[src/rtl/mem_req_ctrl.sv]
// Request controller in front of single_port_mem: buffers tagged LSQ requests in an
// in-order FIFO, runs one issue/wait memory transaction at a time, returns tagged completions.
module mem_req_ctrl #(
    parameter int ADDR_WIDTH = 20,
    parameter int TAG_WIDTH  = 4,
    parameter int FIFO_DEPTH = 4,
    parameter int TIMEOUT    = 64
) (
    input  logic                  clk,
    input  logic                  rst,
    input  logic                  req_valid,
    output logic                  req_ready,
    input  logic                  req_is_store,
    input  logic [ADDR_WIDTH-1:0] req_addr,
    input  logic [31:0]           req_wdata,
    input  logic [TAG_WIDTH-1:0]  req_tag,
    output logic                  resp_valid,
    input  logic                  resp_ready,
    output logic [TAG_WIDTH-1:0]  resp_tag,
    output logic                  resp_is_store,
    output logic [31:0]           resp_rdata,
    output logic                  resp_err,
    output logic [ADDR_WIDTH-1:0] mem_address,
    output logic [31:0]           mem_data_in,
    input  logic [31:0]           mem_data_out,
    output logic                  mem_cs,
    output logic                  mem_wr,
    output logic                  mem_re,
    input  logic                  mem_done
);

    localparam int PTR_W = $clog2(FIFO_DEPTH);
    localparam int CNT_W = $clog2(FIFO_DEPTH + 1);
    localparam int TMO_W = $clog2(TIMEOUT + 1);
    localparam logic [CNT_W-1:0] FULL_CNT = CNT_W'(FIFO_DEPTH);
    localparam logic [TMO_W-1:0] TMO_LAST = TMO_W'(TIMEOUT - 1);

    typedef enum logic [1:0] {
        S_IDLE  = 2'd0,
        S_ISSUE = 2'd1,
        S_WAIT  = 2'd2,
        S_RESP  = 2'd3
    } state_t;

    typedef struct packed {
        logic                  is_store;
        logic [TAG_WIDTH-1:0]  tag;
        logic [ADDR_WIDTH-1:0] addr;
        logic [31:0]           wdata;
    } req_t;

    req_t                 r_fifo [FIFO_DEPTH];
    logic [PTR_W-1:0]     r_wr_ptr;
    logic [PTR_W-1:0]     r_rd_ptr;
    logic [CNT_W-1:0]     r_count;
    state_t               r_state;
    logic [TMO_W-1:0]     r_tmo;
    logic                 r_inf_store;
    logic [TAG_WIDTH-1:0] r_inf_tag;

    logic w_push;
    logic w_pop;
    req_t w_in;
    req_t w_head;

    // Ready comes straight from registered occupancy, so a same-edge pop cannot raise it early.
    assign req_ready = (r_count != FULL_CNT);
    assign w_push    = req_valid && req_ready;
    assign w_pop     = (r_state == S_IDLE) && (r_count != {CNT_W{1'b0}});
    assign w_head    = r_fifo[r_rd_ptr];
    assign w_in      = '{is_store: req_is_store, tag: req_tag, addr: req_addr, wdata: req_wdata};

    // FIFO storage and pointers; pointers wrap naturally because the depth is a power of two.
    always_ff @(posedge clk or negedge rst) begin
        if (!rst) begin
            for (int i = 0; i < FIFO_DEPTH; i++) begin
                r_fifo[i] <= '0;
            end
            r_wr_ptr <= {PTR_W{1'b0}};
            r_rd_ptr <= {PTR_W{1'b0}};
            r_count  <= {CNT_W{1'b0}};
        end else begin
            if (w_push) begin
                r_fifo[r_wr_ptr] <= w_in;
                r_wr_ptr         <= r_wr_ptr + PTR_W'(1);
            end
            if (w_pop) begin
                r_rd_ptr <= r_rd_ptr + PTR_W'(1);
            end
            case ({w_push, w_pop})
                2'b10:   r_count <= r_count + CNT_W'(1);
                2'b01:   r_count <= r_count - CNT_W'(1);
                default: r_count <= r_count;
            endcase
        end
    end

    // Transaction FSM with registered memory strobes and completion outputs.
    always_ff @(posedge clk or negedge rst) begin
        if (!rst) begin
            r_state       <= S_IDLE;
            r_tmo         <= {TMO_W{1'b0}};
            r_inf_store   <= 1'b0;
            r_inf_tag     <= {TAG_WIDTH{1'b0}};
            mem_address   <= {ADDR_WIDTH{1'b0}};
            mem_data_in   <= 32'd0;
            mem_cs        <= 1'b0;
            mem_wr        <= 1'b0;
            mem_re        <= 1'b0;
            resp_valid    <= 1'b0;
            resp_err      <= 1'b0;
            resp_is_store <= 1'b0;
            resp_tag      <= {TAG_WIDTH{1'b0}};
            resp_rdata    <= 32'd0;
        end else begin
            case (r_state)
                S_IDLE: begin
                    if (w_pop) begin
                        r_inf_store <= w_head.is_store;
                        r_inf_tag   <= w_head.tag;
                        mem_address <= w_head.addr;
                        mem_data_in <= w_head.is_store ? w_head.wdata : 32'd0;
                        mem_cs      <= 1'b1;
                        mem_wr      <= w_head.is_store;
                        mem_re      <= !w_head.is_store;
                        r_state     <= S_ISSUE;
                    end else begin
                        r_state <= S_IDLE;
                    end
                end
                S_ISSUE: begin
                    mem_wr  <= 1'b0;
                    mem_re  <= 1'b0;
                    r_tmo   <= {TMO_W{1'b0}};
                    r_state <= S_WAIT;
                end
                S_WAIT: begin
                    if (mem_done) begin
                        resp_valid    <= 1'b1;
                        resp_err      <= 1'b0;
                        resp_tag      <= r_inf_tag;
                        resp_is_store <= r_inf_store;
                        resp_rdata    <= r_inf_store ? 32'd0 : mem_data_out;
                        mem_cs        <= 1'b0;
                        r_state       <= S_RESP;
                    end else if (r_tmo == TMO_LAST) begin
                        resp_valid    <= 1'b1;
                        resp_err      <= 1'b1;
                        resp_tag      <= r_inf_tag;
                        resp_is_store <= r_inf_store;
                        resp_rdata    <= 32'd0;
                        mem_cs        <= 1'b0;
                        r_state       <= S_RESP;
                    end else begin
                        r_tmo <= r_tmo + TMO_W'(1);
                    end
                end
                S_RESP: begin
                    // Completion fields stay frozen until the core takes them.
                    if (resp_ready) begin
                        resp_valid <= 1'b0;
                        resp_err   <= 1'b0;
                        r_state    <= S_IDLE;
                    end else begin
                        r_state <= S_RESP;
                    end
                end
                default: begin
                    mem_cs     <= 1'b0;
                    mem_wr     <= 1'b0;
                    mem_re     <= 1'b0;
                    resp_valid <= 1'b0;
                    resp_err   <= 1'b0;
                    r_state    <= S_IDLE;
                end
            endcase
        end
    end

endmodule

[config.mk]
export PLATFORM = sky130hd
export DESIGN_NAME = mem_req_ctrl
export DESIGN_NICKNAME = d
export VERILOG_FILES = /design/src/rtl/mem_req_ctrl.sv
export SDC_FILE = /design/constraint.sdc
export NUM_CORES = 1
export LEC_CHECK = 0
export ABC_AREA = 1
export BUFFER_PORTS_ARGS = -buffer_cell sky130_fd_sc_hd__buf_4
export CORE_UTILIZATION = 51
export CTS_CLUSTER_DIAMETER = 30
export CTS_CLUSTER_SIZE = 14
export DETAILED_ROUTE_END_ITERATION = 8
export GPL_TIMING_DRIVEN = 0
export PLACE_DENSITY_LB_ADDON = 0.3
export SLEW_MARGIN = 20
export SYNTH_ARGS = -nofsm -noshare
export SYNTH_HDL_FRONTEND = slang
export SYNTH_SLANG_ARGS = --single-unit
[constraint.sdc]
create_clock -name clk -period 2.1 [get_ports clk]
set_clock_uncertainty 0.1 [all_clocks]
set_input_delay 0.105 -clock clk [delete_from_list [all_inputs] [get_ports clk]]
set_output_delay 0.105 -clock clk [all_outputs]
set_load 0.05 [all_outputs]
-- Word level (Yosys, flattened, before mapping)
Cells that the tools add are included.
- flip-flop bits (word level): 343
- output and inout bits: 95
- word-level logic and storage cells: 110
- add/subtract/negate cells: 5
- magnitude comparators: 3
- eq/ne operators: 12
- mux-type cells: 37
- bitwise gates (word level): 2
- reduce and logical (&&, ||, !) cells: 18
- operators with widths (cell ; count):
    $bwmux 228 ; 1
    $mux 57 ; 3
    $mux 32 ; 4
    $bmux 57 s2 ; 1
    $demux 57 s2 ; 1
    $mux 7 ; 2
    $pmux 7 s2 ; 1
    $mux 1 ; 12
    $reduce_bool 2->1 ; 6
    $pmux 1 s2 ; 5
    $reduce_and 3->1 ; 3
    $mux 4 ; 2
    $ne 2x2->1 const B ; 4
    $pmux 2 s4 ; 1
    $add 7x1->7 const B ; 1
    $eq 7x6->1 const B ; 1
    $eq 2x2->1 const B ; 3
    $ge 3x3->1 const B ; 2
    $mux 2 ; 3
    $ne 3x3->1 const B ; 2
    $not 2->3 ; 2
    $pmux 3 s2 ; 1
    $reduce_and 2->1 ; 3
    $add 2x1->2 const B ; 2
    other kinds (8) ; 11

-- Longest topological paths before layout
Gate-level depths: netlist (run 1).
- depth after elaboration: 7
- gate-level depth with buffers: 12
- gate-level depth less buffers: 10

-- Worst setup path after synthesis (run 1)
Ideal clock, no wire load.
- path kind: register to register
- start point: register r_count[0]
- end point: register r_count[2]
- setup time: 131 ps
- data arrival time: 2159 ps
- slack: -290 ps
- stages on the path, launching flop included: 13
- path buffers: 3
- clock period less this slack: 2390 ps
- cell sequence: dfrtp_1 > inv_2 > nand3_4 > nand2_8 > buf_6 > buf_6 > buf_6 > ha_1 > inv_1 > fa_1 > a21oi_1 > o21ai_0 > xor2_1
- word-level cells in the longest chain between the ends: 4
- elaborated cells between the ends (all ways): 10
- classes of those cells: add/sub (2); eq/ne (3); mux (1); reduce/logical (4)
- ends and longest elaborated chain (element ; line ; text):
    start, declared ; 55 ; logic [CNT_W-1:0] r_count;
    start signal, assigned ; 81 ; r_count <= {CNT_W{1'b0}};
    start signal, assigned ; 91 ; 2'b10: r_count <= r_count + CNT_W'(1);
    start signal, assigned ; 92 ; 2'b01: r_count <= r_count - CNT_W'(1);
    $ne 3x3->1 * ; 67 ; assign req_ready = (r_count != FULL_CNT);
    named net req_ready ; 12 ; output logic req_ready,
    $logic_and 1x1->1 * ; 68 ; assign w_push = req_valid && req_ready;
    $eq 2x1->1 or $eq 2x2->1 (tied branches) ; 90 ; case ({w_push, w_pop})
    $pmux 3 s2 or $reduce_bool 2->1 (tied branches) ; -- ;
Mark *: on every way through the listed nets, which the timed path passes. The rest lies on a longest branch.
A chain may end at the register's enable or synchronous reset.

-- Final worst setup path (run 1)
- start point: register r_count[0]
- end point: register r_count[2]
- word-level cells in the longest chain between the ends: 4
- elaborated cells between the ends (all ways): 10
- classes of those cells: add/sub (2); eq/ne (3); mux (1); reduce/logical (4)
- ends and longest elaborated chain (element ; line):
    $ne 3x3->1 or $reduce_bool 3->1 (tied branches) ; 67, 69
    $logic_and 1x1->1, on equally long branches ; 68, 69
    $eq 2x1->1 or $eq 2x2->1 (tied branches) ; 90
    $pmux 3 s2 or $reduce_bool 2->1 (tied branches) ; --
Parallel ways exist; a longest one is shown, timed or not.

==> out/results.txt, run 1 <==
Final wirelength: 47100 microns
Setup CP Type: flip-flop to flip-flop
Core ar.: 0.02901 sq mm
Initial antenna violation count: 0
Post-synth top area cell: dfrtp_1
CTS tree: built
Final Core Density: 71.90%
Layout fillers: 2039
Peak per-stage delay on the critical path: 0.40 ns
TritonCTS Sinks: 343
Initial DRC Count: 1284
Critical path cell sequence: inv_2 > nand3_4 > nand2_8 > buf_16 > ha_4 > inv_2 > fa_2 > a21oi_2 > o21ai_1 > xor2_1
Initial Util: 52.47%
Required time worst endpoint: 2.43 ns
Gate Count Post-Synth: 1816
Count leader, synth: nand2_1
Status: finished, violations left
Clock transition at path regs: 0.05 ns
Fin crit period: 2.151 ns
Buf/Inv on CP: 3
Clk root buf: clkbuf_16
Number of global-route vias before repair: 14842
RSZ-0062 raised after global routing: yes
Worst-path fanout max: 28
Die area: 0.03054 sq mm
GRT Overall Usage: 31.39%
Critical path capture point type: flip-flop
Number of diodes: 0
Maxcap violations: 0
Quantity of I/O buffers inserted on ports: 188
Final cycle utilization of the critical path: 102.4%
Synth cell count leaders: nand2_1 (621), dfrtp_1 (343), o21ai_0 (304)
Clock Path Buffers: 3
FMAX: 464.8 MHz
Post-route ant nets: 0
Sequential Area: 0.008583 sq mm
DRC viols: 0
Fin cells: 2620
Min-delay worst type: primary input to async pin
Share of cells above drive strength 1: 18.65%
Pwr/cell area: 1828 mW/mm^2
H-tree Lvls: 3
Relative slew slack: 54.52%
Largest net degree at the start of global routing: 101
Synth warn: 0
Setup TNS: -0.05129 ns
P&R area growth vs syn: 37.05%
CTS Buf Count: 73
CP most frequent cell: inv_2
Number of synthesized flops with an enable pin: 0
Drt first pass iters: 6
Overflow after GRT: 0
Top cell type's share of synthesized area: 56.39%
Max-slew violations: 0
Die height: 174.8 microns
Syn Area/Cell: 8.382 sq um
Clk Latency, worst-skew pair: 0.56 ns
Final Hold Fails: 0
CP max-delay cell: dfrtp_1
Synth Flop Type: dfrtp_1
First-pass GRT wire length: 76050 microns
Post-synth cell types: 29
Seq/Total Area, Yosys: 56.39%
RePlAce Congestion: 0.8759
Synth top area cells: dfrtp_1 (56%), nand2_1 (15%), o21ai_0 (10%)
Synth async-reset ratio: 100.0%
Crit path max-delay family: adder cells
Yosys reg bits: 343
Violated checks: negative setup slack
CP Launch Type: flip-flop
Worst path arrival time: 2.48 ns
Final #Nets: 2281
Vias per cell: 5.546
Mapped Nets: 1917
Worst Max-Slew Pin Slew: 0.6822 ns
Area of the multi-input gates: 0.005421 sq mm
Final setup violation count: 1
Vias: 14530
Hold_ws: 0.1068 ns
Row cnt: 62
I/O pins: 189
Worst setup margin: -0.05129 ns
Placed Cells: 2392
Synthesized area: 0.01522 sq mm
Post-detail-place hpwl: 28710 microns
WL per Instance: 17.98 microns
Die Width: 174.8 microns
Peak supply drop: 0.0009433 V
Static leakage: 0.01051 uW
[registers in the layout (all words and copies together), names as in the netlist]
name and cells:
r_fifo 228, r_inf_tag 4, r_wr_ptr 2, r_inf_store 1
r_rd_ptr 2, mem_re 1, r_tmo 7, resp_rdata 32
mem_cs 1, resp_err 1, resp_is_store 1, resp_valid 1
resp_tag 4, mem_data_in 32, r_state 2, mem_address 20
r_count 3, mem_wr 1
[placed cells by master (no fill, tap or decap), types with 12 or more instances in the layout]
cell and n:
clkbuf_16 74, o21ai_0 302, o211ai_1 53, dfrtp_1 343, nand2_1 621, clkbuf_8 12
nor2_1 29, o21ai_1 58, inv_1 164, nand3_1 45, buf_2 51, dlygate4sd3_1 94
buf_4 207, clkbuf_1 46, bufinv_16 12, a21oi_1 44
[cells by family after synthesis]
| logic type | synth area share (%) |
|---|---|
| AOI/OAI and AO/OA | 16.03 |
| adders and majority gates | 0.6247 |
| xor gates and xnor gates | 0.3453 |
| and+or+nand+nor | 18.38 |
| buffers and inverters | 8.236 |
| DFF | 56.39 |
[tightest hold or removal path: cells and delay by family]
| kind | cells | cell delay (ns) |
|---|---|---|
| buffers and inverters | 3 | 1.07 |
[what timing repair did]
action	in CTS	in global routing
gates cloned	0	0
setup endpoints to repair	32	24
resized for setup	12	6
buffers inserted	4	3
hold buffers	94	0
hold endpoints to repair	478	0
pin swaps	2	1
[path summary, 6_finish.rpt]
| kind | startpoint | to | slack (ns) | depth (start not counted) |
|---|---|---|---|---|
| worst min-delay path | rst | mem_address[8] | 0.11 | 3 |
| worst min register to register | mem_data_in[30] | mem_data_in[30] | 0.37 | 2 |
| min in group clk | req_wdata[14] | r_fifo[71] | 0.24 | 4 |
| worst max-delay path | r_count[0] | r_count[2] | -0.05 | 10 |
| max in group asynchronous | rst | r_fifo[207] | 0.88 | 3 |
| worst max register to register | r_count[0] | r_count[2] | -0.05 | 10 |
[per-stage QoR]
step	area [sq um]	setup WS, ns	power, uW
after floorplan	15240	-0.2129	20430
after global placement	17130	-2.342	24680
after detailed placement	17250	-0.5039	25200
after CTS	20830	-0.02810	37790
after global routing	20860	-0.09439	40150
final	20860	-0.05129	38140
[per-layer routing]
layer	global-route usage, %	routed length, microns	vias to the layer above
met5	0	0	-
met4	15.47	1941	0
met3	5.875	3801	166
met2	52.25	22780	810
met1	39.38	18570	6999
li1	-	-	6555
[final cells by class]
class                      instances  share of cell area [%]
buffer                           116                   2.909
clock buffer                      92                   9.776
tap                              384                   2.303
inverter                         172                   3.107
multi-input combinational       1181                   25.99
timing repair buffer             293                   12.09
sequential                       343                   41.14
clock inverter                    39                   2.681
[power by group]
part	internal [uW]	switching (uW)	leakage (uW)
Sequential	9580	1340	0.00431
Clock	8330	3680	0.00126
Combinational	4530	10700	0.00494
(Power assumes the default switching activity.)
==> run 2, diff against run 1 <==
==> constraint.sdc (replaced) <==
create_clock -name clk -period 2.1 [get_ports clk]
set_clock_uncertainty 0.1 [all_clocks]
set_input_delay 0.42 -clock clk [delete_from_list [all_inputs] [get_ports clk]]
set_output_delay 0.42 -clock clk [all_outputs]
set_load 0.05 [all_outputs]
==> run 2 against run 1 <==
The run still ends with negative setup slack left. Routed wire length decreased by 4.8%. Combinational power about the same. Maximum frequency rose by 1.2%. Critical endpoint unchanged.
==> out/results.txt, run 2 (synthesis gave the netlist of run 1 again) <==
Initial DRC Count: 1335 (+4.0%)
Worst path arrival time: 2.45 ns (-0.03 ns)
WL per Instance: 17.72 microns (-1.4%)
Final setup violation count: 1 (unchanged)
Relative slew slack: 54.55% (about the same)
Post-detail-place hpwl: 28710 microns (unchanged)
Initial Util: 52.47% (unchanged)
GRT Overall Usage: 29.92% (-1.5 points)
CP max-delay cell: dfrtp_1
Critical path capture point type: flip-flop
Sw Pwr: 15500 uW (-1.3%)
Fin cells: 2531 (-3.4%)
Combinational share of power: 39.5% (-0.4 points)
Vias per cell: 5.548 (about the same)
Reg2Reg Depth: 10 (unchanged)
R2R setup slack: -0.03 ns (+0.03 ns)
Peak supply drop: 0.0009272 V (-1.7%)
Max-slew violations: 0 (unchanged)
Placed Cells: 2392 (unchanged)
Critical R2R Launch: r_count[1]
Violated checks: negative setup slack
Maxcap violations: 0 (unchanged)
P&R area growth vs syn: 31.19%
H-tree Lvls: 3 (unchanged)
FMAX: 470.5 MHz (+1.2%)
Fin crit period: 2.126 ns (-0.02573 ns)
Initial antenna violation count: 0 (unchanged)
Die height: 174.8 microns (unchanged)
Worst Max-Slew Pin Slew: 0.6818 ns (-0.0003971 ns)
Clock transition at path regs: 0.05 ns (about the same)
Total power: 37850 uW (-0.77%)
Final wirelength: 44850 microns (-4.8%)
Worst setup margin: -0.02555 ns (+0.02573 ns)
Status: finished, violations left
Part of the power in registers: 28.7% (about the same)
Die area: 0.03054 sq mm (unchanged)
CTS Buf Count: 73 (unchanged)
First-pass GRT wire length: 72550 microns (-4.6%)
Number of global-route vias before repair: 14109 (-4.9%)
Peak per-stage delay on the critical path: 0.39 ns (about the same)
Clk root buf: clkbuf_16
Required time worst endpoint: 2.43 ns (about the same)
DRC viols: 0 (unchanged)
Die Width: 174.8 microns (unchanged)
Crit Reg-Reg Endpoint: r_count[2]
Commonest non-fill, non-tap cell in the layout: nand2_1
Row cnt: 62 (unchanged)
Clock power frac: 31.7% (+0.2 points)
Setup CP Type: flip-flop to flip-flop
Final cycle utilization of the critical path: 101.2% (-1.2 points)
Clock Path Buffers: 3 (unchanged)
Sw frac: 40.94% (-0.20 points)
Overflow after GRT: 0 (unchanged)
RePlAce Congestion: 0.8759 (unchanged)
Drt first pass iters: 5 (-1)
TritonCTS Sinks: 343 (unchanged)
Top flop regs: r_fifo (228), mem_data_in (32), resp_rdata (32)
Core ar.: 0.02901 sq mm (unchanged)
Critical path cell sequence: inv_2 > nand3_4 > nand2_8 > buf_16 > ha_4 > inv_2 > fa_2 > a21oi_2 > o21ai_1 > xor2_1
HP Start: req_wdata[9]
Vias: 14043 (-3.4%)
Min-delay worst type: primary input to flip-flop
Most frequent cells in the layout: nand2_1 (621), dfrtp_1 (343), o21ai_0 (302)
Internal power: 22350 uW (-0.43%)
Quantity of I/O buffers inserted on ports: 188 (unchanged)
Number of diodes: 0 (unchanged)
Hold EP: r_fifo[123]
Post-route ant nets: 0 (unchanged)
Final #Nets: 2192 (-3.9%)
Pwr/cell area: 1895 mW/mm^2 (+3.7%)
Final Hold Fails: 0 (unchanged)
I/O pins: 189 (unchanged)
Share of cells above drive strength 1: 19.52% (+0.87 points)
CP Launch Type: flip-flop
Clk Latency, worst-skew pair: 0.56 ns (about the same)
CTS tree: built
CP most frequent cell: inv_2
RSZ-0062 raised after global routing: yes
Worst-path fanout max: 28 (unchanged)
Hold path cells: 3
Static leakage: 0.01015 uW (-3.5%)
Largest Register: r_fifo
Largest net degree at the start of global routing: 101 (unchanged)
Max reg flops: 228 (unchanged)
run 2: what timing repair did:
action	CTS	global route
endpoints found under the setup margin	32	22
gates resized for setup	12	7
hold buffers	3	1
pin swaps	2	0
buffers inserted	4	4
hold endpoints to repair	210	1
run 2: final cells by class:
type,instances,area [sq um]
multi-input cells,1181,5421
well taps,384,480.5
clock inverters,39,559.3
flip-flops and latches,343,8583
inverters,172,648.1
plain buffers,116,608.1
clock buffers,92,2039
fillers,2194,9044
repair buffers,204,1629
run 2: metal layers:
metal  share of wire (%)  track usage (%)  vias to the layer above  wire (microns)
li1                    -                -                     6377               -
met1                  40            38.31                     6761           17750
met2                  48            49.16                      759           21440
met3                 8.6            5.570                      146            3836
met4                 4.1            14.31                        0            1825
met5                   0                0                        -               0
run 2: worst max path at each step:
stage / start / end / slack, ns / depth (start not counted)
finish: r_count[1] / r_count[2] / -0.03 / 10
global route: r_count[0] / r_count[2] / -0.07 / 10
CTS: r_count[0] / r_count[2] / -0.03 / 11
detailed placement: r_state[1] / r_count[2] / -0.50 / 11
global placement: rst / r_fifo[16] / -2.66 / 1
floorplan: r_count[0] / r_count[2] / -0.21 / 12
run 2: stage by stage:
stage	util (%)	worst slack, ns	cell area [sq um]	hold slack [ns]	TNS, ns
finish	68.83	-0.02555	19970	0.005172	-0.02555
CTS	68.65	-0.02810	19920	0.001459	-0.02810
detailed placement	59.44	-0.5039	17250	0.1452	-0.8939
global route	68.83	-0.07340	19970	0.0005039	-0.07340
global placement	59.04	-2.657	17130	0.3553	-903.30
floorplan	-	-0.2129	15240	0.02441	-0.3174
run 2: power by group through the flow:
stage | logic, uW | clock network (uW) | registers [uW]
6_report | 15000 | 12000 | 10900
5_1_grt | 16300 | 12500 | 11200
4_1_cts | 14700 | 12100 | 10800
3_5_place_dp | 14300 | 0 | 10900
3_3_place_gp | 13900 | 0 | 10800
2_1_floorplan | 7450 | 0 | 13000
run 2: critical path, delay by kind of cell (launching register included):
kind	cells	cell delay, ns
buf+inv	3	0.35
simple gates	2	0.22
flops	1	0.39
xor+xnor	1	0.15
compound gates	2	0.26
fa+ha+maj	2	0.53
